File: src/rtl/dtw_pkg.sv
// Shared types and constants for the DTW score path.
package dtw_pkg;

  localparam int DTW_WIDTH = 16;
  localparam logic [DTW_WIDTH-1:0] SCORE_MAX = '1;

  typedef enum logic [1:0] {
    IDLE  = 2'd0,
    ACCUM = 2'd1,
    DONE  = 2'd2
  } coll_state_t;

endpackage

File: src/rtl/dtw_min_tracker.sv
// Running minimum of a cost stream with the index of its first occurrence.
module dtw_min_tracker
  import dtw_pkg::*;
#(
  parameter int width = DTW_WIDTH,
  parameter int IDXW  = 20
) (
  input  logic             clk,
  input  logic             rst_n,
  input  logic             clr,
  input  logic             upd,
  input  logic [width-1:0] cost,
  input  logic [IDXW-1:0]  idx,
  output logic [width-1:0] min_cost,
  output logic [IDXW-1:0]  min_pos
);

  logic better;

  // strict compare: an equal cost later in the stream never displaces the earlier one
  assign better = cost < min_cost;

  always_ff @(posedge clk or negedge rst_n) begin
    if (!rst_n) begin
      min_cost <= '1;
      min_pos  <= '0;
    end else if (clr) begin
      min_cost <= '1;
      min_pos  <= '0;
    end else if (upd && better) begin
      min_cost <= cost;
      min_pos  <= idx;
    end
  end

endmodule

File: src/rtl/dtw_score_collector.sv
// Collects the last-PE DTW cost stream of one search and reports {min score, position}.
// Optional threshold hit flag: define DTW_SCORE_THRESH_EN.
//
// state | meaning
// IDLE  | waiting for start
// ACCUM | accepting costs, tracking minimum
// DONE  | result presented until res_ready
module dtw_score_collector
  import dtw_pkg::*;
#(
  parameter int width = DTW_WIDTH,
  parameter int IDXW  = 20
) (
  input  logic             clk,
  input  logic             rst_n,
  input  logic             start,
  input  logic [IDXW-1:0]  len,
  input  logic             in_valid,
  input  logic [width-1:0] in_cost,
  output logic             in_ready,
  output logic             res_valid,
  input  logic             res_ready,
  output logic [width-1:0] res_score,
  output logic [IDXW-1:0]  res_pos,
`ifdef DTW_SCORE_THRESH_EN
  input  logic [width-1:0] thresh,
  output logic             res_hit,
`endif
  output logic             busy
);

  coll_state_t state, state_nx;

  logic [IDXW-1:0] count;
  logic [IDXW-1:0] len_q;
  logic            xfer;
  logic            last;
  logic            clr;

  assign in_ready  = (state == ACCUM);
  assign res_valid = (state == DONE);
  assign busy      = (state != IDLE);
  assign xfer      = in_valid && in_ready;
  assign last      = (count == len_q - IDXW'(1));

  always_ff @(posedge clk or negedge rst_n) begin
    if (!rst_n) state <= IDLE;
    else        state <= state_nx;
  end

  always_comb begin
    state_nx = state;
    clr      = 1'b0;
    case (state)
      IDLE: begin
        if (start) begin
          clr      = 1'b1;
          state_nx = (len != '0) ? ACCUM : DONE;
        end
      end
      ACCUM: begin
        if (xfer && last) state_nx = DONE;
      end
      DONE: begin
        if (res_ready) state_nx = IDLE;
      end
      default: state_nx = IDLE;
    endcase
  end

  always_ff @(posedge clk or negedge rst_n) begin
    if (!rst_n) begin
      count <= '0;
      len_q <= '0;
    end else if (clr) begin
      count <= '0;
      len_q <= len;
    end else if (xfer) begin
      count <= count + IDXW'(1);
    end
  end

  dtw_min_tracker #(
    .width (width),
    .IDXW  (IDXW)
  ) u_min (
    .clk      (clk),
    .rst_n    (rst_n),
    .clr      (clr),
    .upd      (xfer),
    .cost     (in_cost),
    .idx      (count),
    .min_cost (res_score),
    .min_pos  (res_pos)
  );

`ifdef DTW_SCORE_THRESH_EN
  logic [width-1:0] thresh_q;
  logic [width-1:0] min_next;

  // minimum including the sample being accepted on the final edge
  assign min_next = (in_cost < res_score) ? in_cost : res_score;

  always_ff @(posedge clk or negedge rst_n) begin
    if (!rst_n) begin
      thresh_q <= '0;
      res_hit  <= 1'b0;
    end else if (clr) begin
      thresh_q <= thresh;
      res_hit  <= (len == '0) && (&thresh);
    end else if (xfer && last) begin
      res_hit  <= (min_next <= thresh_q);
    end
  end
`endif

endmodule

File: config.mk
export PLATFORM = sky130hd
export DESIGN_NAME = dtw_score_collector
export DESIGN_NICKNAME = d
export VERILOG_FILES = /design/src/rtl/dtw_pkg.sv /design/src/rtl/dtw_min_tracker.sv /design/src/rtl/dtw_score_collector.sv
export SDC_FILE = /design/constraint.sdc
export NUM_CORES = 1
export LEC_CHECK = 0
export ABC_CLOCK_PERIOD_IN_PS = 9000
export BUFFER_PORTS_ARGS = -buffer_cell sky130_fd_sc_hd__buf_2
export CORE_AREA = 2 2 171 89
export CTS_CLUSTER_DIAMETER = 60
export CTS_CLUSTER_SIZE = 16
export DETAILED_ROUTE_END_ITERATION = 8
export DIE_AREA = 0 0 173 91
export MAX_ROUTING_LAYER = met4
export PLACE_DENSITY = 0.49
export SYNTH_ARGS = -nofsm -noshare
export SYNTH_HDL_FRONTEND = slang
export SYNTH_SLANG_ARGS = --single-unit
File: constraint.sdc
create_clock -name clk -period 9 [get_ports clk]
set_input_delay 1.35 -clock clk [delete_from_list [all_inputs] [get_ports clk]]
set_output_delay 1.35 -clock clk [all_outputs]
set_load 0.05 [all_outputs]
* After elaboration in Yosys (flattened, before gate mapping) *
Cells that the tools add are included.

word-level totals
  register bits = 78
  input bits = 41
  output and inout port bits = 39
  word-level logic and storage cells = 36

cells by class
  add/subtract/negate cells = 2
  order comparisons = 1
  equality and inequality tests = 6
  mux-type cells = 13
  reduce and logical (&&, ||, !) cells = 9

operators with widths
  kind                                                 count
  2-to-1 mux 20 bit                                    4
  2-to-1 mux 16 bit                                    2
  adder 20 x 1 -> 20 bit (second input constant)       1
  == test 20 bit                                       1
  nonzero test 20 bit                                  1
  subtractor 20 x 1 -> 20 bit (second input constant)  1
  < comparator 16 bit                                  1
  2-to-1 mux 2 bit                                     4
  case mux 2 bit (3 select lines)                      1
  nonzero test 2 bit                                   3
  != test 2 x 1 -> 1 bit (second input constant)       2
  logical AND 1 bit                                    3
  AND reduction 3 bit                                  1
  == test 2 x 1 -> 1 bit (second input constant)       1
  == test 2 bit (second input constant)                1
  logical NOT 2 bit                                    1
  2-to-1 mux 1 bit                                     2
  != test 2 bit (second input constant)                1

* Longest topological paths before layout *
  depth in word-level cells = 5
  depth in mapped cells = 11
  mapped depth without buffers = 9

* By module *
A second synthesis with hierarchy kept.

second synthesis, totals
  cells, all modules = 477
  area total of the unflattened synthesis = 4,690.7 µm²

modules (own cells, without submodules)
  module               times used  cells an instance  area an instance (µm²)  seq. area each (µm²)
  dtw_score_collector  1           267                2,576.2                 1,051.0
  dtw_min_tracker      1           210                2,114.5                 920.9

* Least setup slack after synthesis *
No wires, ideal clock.

  kind = input-to-reg
  start point = input port in_cost[9]
  end point = register u_min.min_pos[10]
  setup time = 0.125 ns
  arrival = 3.526 ns
  required time = 8.875 ns
  slack = 5.349 ns
  stages on the path = 10
  buffers on the path = 2
  path through = ha_1 -> a21o_1 -> a21o_1 -> a21oi_1 -> nand2b_1 -> a21oi_1 -> o21a_1 -> buf_2 -> buf_1 -> mux2_2

on the way
  longest elaborated chain between the ends = 3

RTL lines
  item                          line                       RTL
  start: declaration            dtw_score_collector.sv:19  input logic [width-1:0] in_cost,
  < comparator 16 bit           dtw_min_tracker.sv:21      assign better = cost < min_cost;
  logical AND 1 bit             dtw_min_tracker.sv:30      end else if (upd && better) begin
  nonzero test 2 bit (no line)  -
  end signal: assignment        dtw_min_tracker.sv:32      min_pos <= idx;
  end: declaration              dtw_min_tracker.sv:15      output logic [IDXW-1:0] min_pos

No other way between the ends.
A chain may end at the register's enable or synchronous reset.

* Worst setup path after layout *
  start point = input port in_cost[4]
  end point = register u_min.min_pos[4]

The elaborated chain is that of the path after synthesis.

==> reports/metrics.csv <==
metric,value,unit
antenna_found_initial,0,
dp_hpwl,8300,um
die_h,91,um
async_reset_ff_share,100,%
design.core.area,14200,um^2
synthSimpleGateAreaFrac,18.5,%
gp_congestion,0.842,
postCtsSetupBuffers,0,
period_minus_slack,4.02,ns
crit_chain,"buf_2, ha_1, a21o_1, a21o_1, a21oi_1, o21ai_0, a21oi_1, buf_4, o21a_1, buf_4, mux2_2",
syn_to_final_growth,19.5,%
critPathTopFamily,compound AO/OA/AOI/OAI gates,
period_share,44.7,%
critPathBufInv,3,
wirelength,11300,um
crit_type,primary input to flip-flop,
grt_first_pass_wirelength,18600,um
status,completed,
htreeDepth,3,
cp-end-kind,flip-flop,
start_kind,primary input,
holdBufCountCts,0,
clock_latency,0.34,ns
synth_area,4500,um^2
r2r_start,u_min.min_cost[4],
io_pins,80,
cts_tree,yes,
synth_compound_area_share,11.8,%
ys.flop_type,dfrtp_1,
slowest_delay,0.63,ns
cts.clk_slew.worst_paths,0.06,ns
cts.sinks,78,
synth_area_per_cell,9.98,um^2
port_buffers,79,
cap_violations,0,
slew_violations,0,
initial_utilization,31.7,%
yosysWarnings,0,
crit_path_start,in_cost[4],
drt_iter0_markers,178,
synth_top_family_by_area,simple AND/OR/NAND/NOR gates,
yosysUniqueCellTypes,52,
numCtsBuffers,9,
synth-adder-area-share,4.73,%
ctsResizeCount,0,
overflow,0,
leakagePower,2.45,nW
min_path_type,flip-flop to flip-flop,
firstDrtPassIters,4,
setup_violations,0,
cp.arrival,4.24,ns
ir_worst_vdd,75.8,uV
cp_slowest_cell,o21a_1,
fin_skew,0.0101,ns
worstMarginPinSlew,0.984,ns
ys_seq_area_share,43.8,%
nets,581,
finalCoreUtilization,37.9,%
synth_mux_area_share,9.98,%
ant_nets,0,
final_hold_viol_count,0,
dieArea,15700,um^2
clock_path_buffers,2,
crit_required,9.22,ns
antenna_cells,0,
max_freq,249,MHz
power.density,261,nW/um^2
ys_ff_latch,78,
cp_max_fo,20,
relSlewSlack,34.4,%
fp-row-count,31,
syn_inst,451,
min-delay-start,u_min.min_cost[14],
grt_pass1_vias,3476,
drive_gt1_share,30.3,%
vias_per_cell,4.83,
vias,3510,
synthesis.nets,509,
synth_xor_area_share,7.59,%
clock-root-buffer,clkbuf_16,
grt_use_total,15.4,%
whs,0.534,ns
die_x,173,um
rsz0062_at_grt,no,
wire_per_inst,15.6,um
finalSetupTns,0,ns
grt_max_degree,79,
synth_edf_count,0,
drcViolationCount,0,
## Yosys cell counts, types with 5 or more instances
| cell | instances | area (um^2) |
|---|---|---|
| dfrtp_1 | 62 | 1550 |
| nor2_1 | 42 | 158 |
| mux2_2 | 39 | 439 |
| o21ai_0 | 28 | 140 |
| xor2_1 | 25 | 219 |
| nor2b_1 | 23 | 144 |
| inv_1 | 21 | 78.8 |
| o211ai_1 | 18 | 135 |
| clkbuf_1 | 17 | 63.8 |
| ha_1 | 17 | 213 |
| nand2_1 | 17 | 63.8 |
| dfstp_2 | 16 | 420 |
| xnor2_1 | 14 | 123 |
| nand3_1 | 13 | 65.1 |
| a21oi_1 | 11 | 55.1 |
| nand4_1 | 10 | 62.6 |
| nor4_1 | 10 | 62.6 |
| a21o_1 | 7 | 52.6 |
| and3_1 | 6 | 37.5 |
| nor3_1 | 6 | 30.0 |
| nand2b_1 | 5 | 31.3 |
## layout make-up
class                   instances  area (um^2)
fillers                      1461         8820
inverters                      21         78.8
multi-input cells             330         2370
well taps                     198          248
flip-flops and latches         78         1970
clock inverters                 3         20.0
clock buffers                  13          260
repair buffers                 83          428
## worst paths after layout
kind,endpoint,slack (ns),depth (start not counted)
min,u_min.min_cost[14],0.53,2
max reg2reg,u_min.min_pos[4],5.53,11
max,u_min.min_pos[4],4.98,11
min reg2reg,u_min.min_cost[14],0.53,2
min in group asynchronous,u_min.min_pos[2],1.17,1
max in group asynchronous,u_min.min_pos[19],7.19,1
## per-layer routing
| layer | GRT usage [%] | vias up | share of wire (%) |
|---|---|---|---|
| li1 | - | 1757 | - |
| met1 | 22.9 | 1681 | 53 |
| met2 | 20.2 | 61 | 40 |
| met3 | 4.27 | 11 | 5.4 |
| met4 | 3.67 | 0 | 1.0 |
| met5 | - | - | 0 |
## through the flow
stage	setup slack [ns]	area (um^2)	cells	total power [mW]
global route	4.78	5380	726	1.49
global placement	4.76	5100	710	1.06
finish	4.98	5380	726	1.40
floorplan	5.35	4500	451	0.924
detailed placement	4.64	5100	710	1.07
CTS	4.99	5380	726	1.42
## worst register-to-register path, stage by stage (launching register included)
cell and delay, ns:
dfstp_2 0.54, inv_1 0.04, ha_1 0.28, a21o_1 0.19, a21o_1 0.17, a21oi_1 0.17
o21ai_0 0.17, a21oi_1 0.18, buf_4 0.23, o21a_1 0.63, buf_4 0.37, mux2_2 0.37
## state kept, by name, summed over array words and instances (netlist names)
signal and flops:
len_q 20, u_min.min_pos 20, u_min.min_cost 16, count 20
state 2
## where the power goes
| part | leakage [nW] | internal, mW | switching, mW |
|---|---|---|---|
| combinational | 1.34 | 0.179 | 0.362 |
| sequential | 0.977 | 0.446 | 0.0724 |
| clock | 0.132 | 0.202 | 0.142 |
## placed cells by master, fill, tap and decap left out, types with 5 or more instances in the layout
master,synthesis,routed
clkbuf_16,0,9
dfrtp_1,62,62
a21oi_1,11,11
xor2_1,25,25
nor4_1,10,10
nor2b_1,23,23
a21o_1,7,7
buf_4,0,5
nor3_1,6,6
xnor2_1,14,14
ha_1,17,17
nand3_1,13,13
inv_1,21,21
nand4_1,10,10
nor2_1,42,41
nand2b_1,5,5
dfstp_2,16,16
and3_1,6,6
mux2_2,39,39
buf_2,3,78
nand2_1,17,17
o21ai_0,28,28
o211ai_1,18,18
## kinds of logic (layout without fill, tap and decap cells)
kind of cell               Yosys count  count (layout)
AOI/OAI and AO/OA                   81              81
adders and majority gates           17              17
buffers and inverters               43             120
and+or+nand+nor                    153             153
DFF                                 78              78
muxes                               40              40
xor gates and xnor gates            39              39
(Power assumes the default switching activity.)
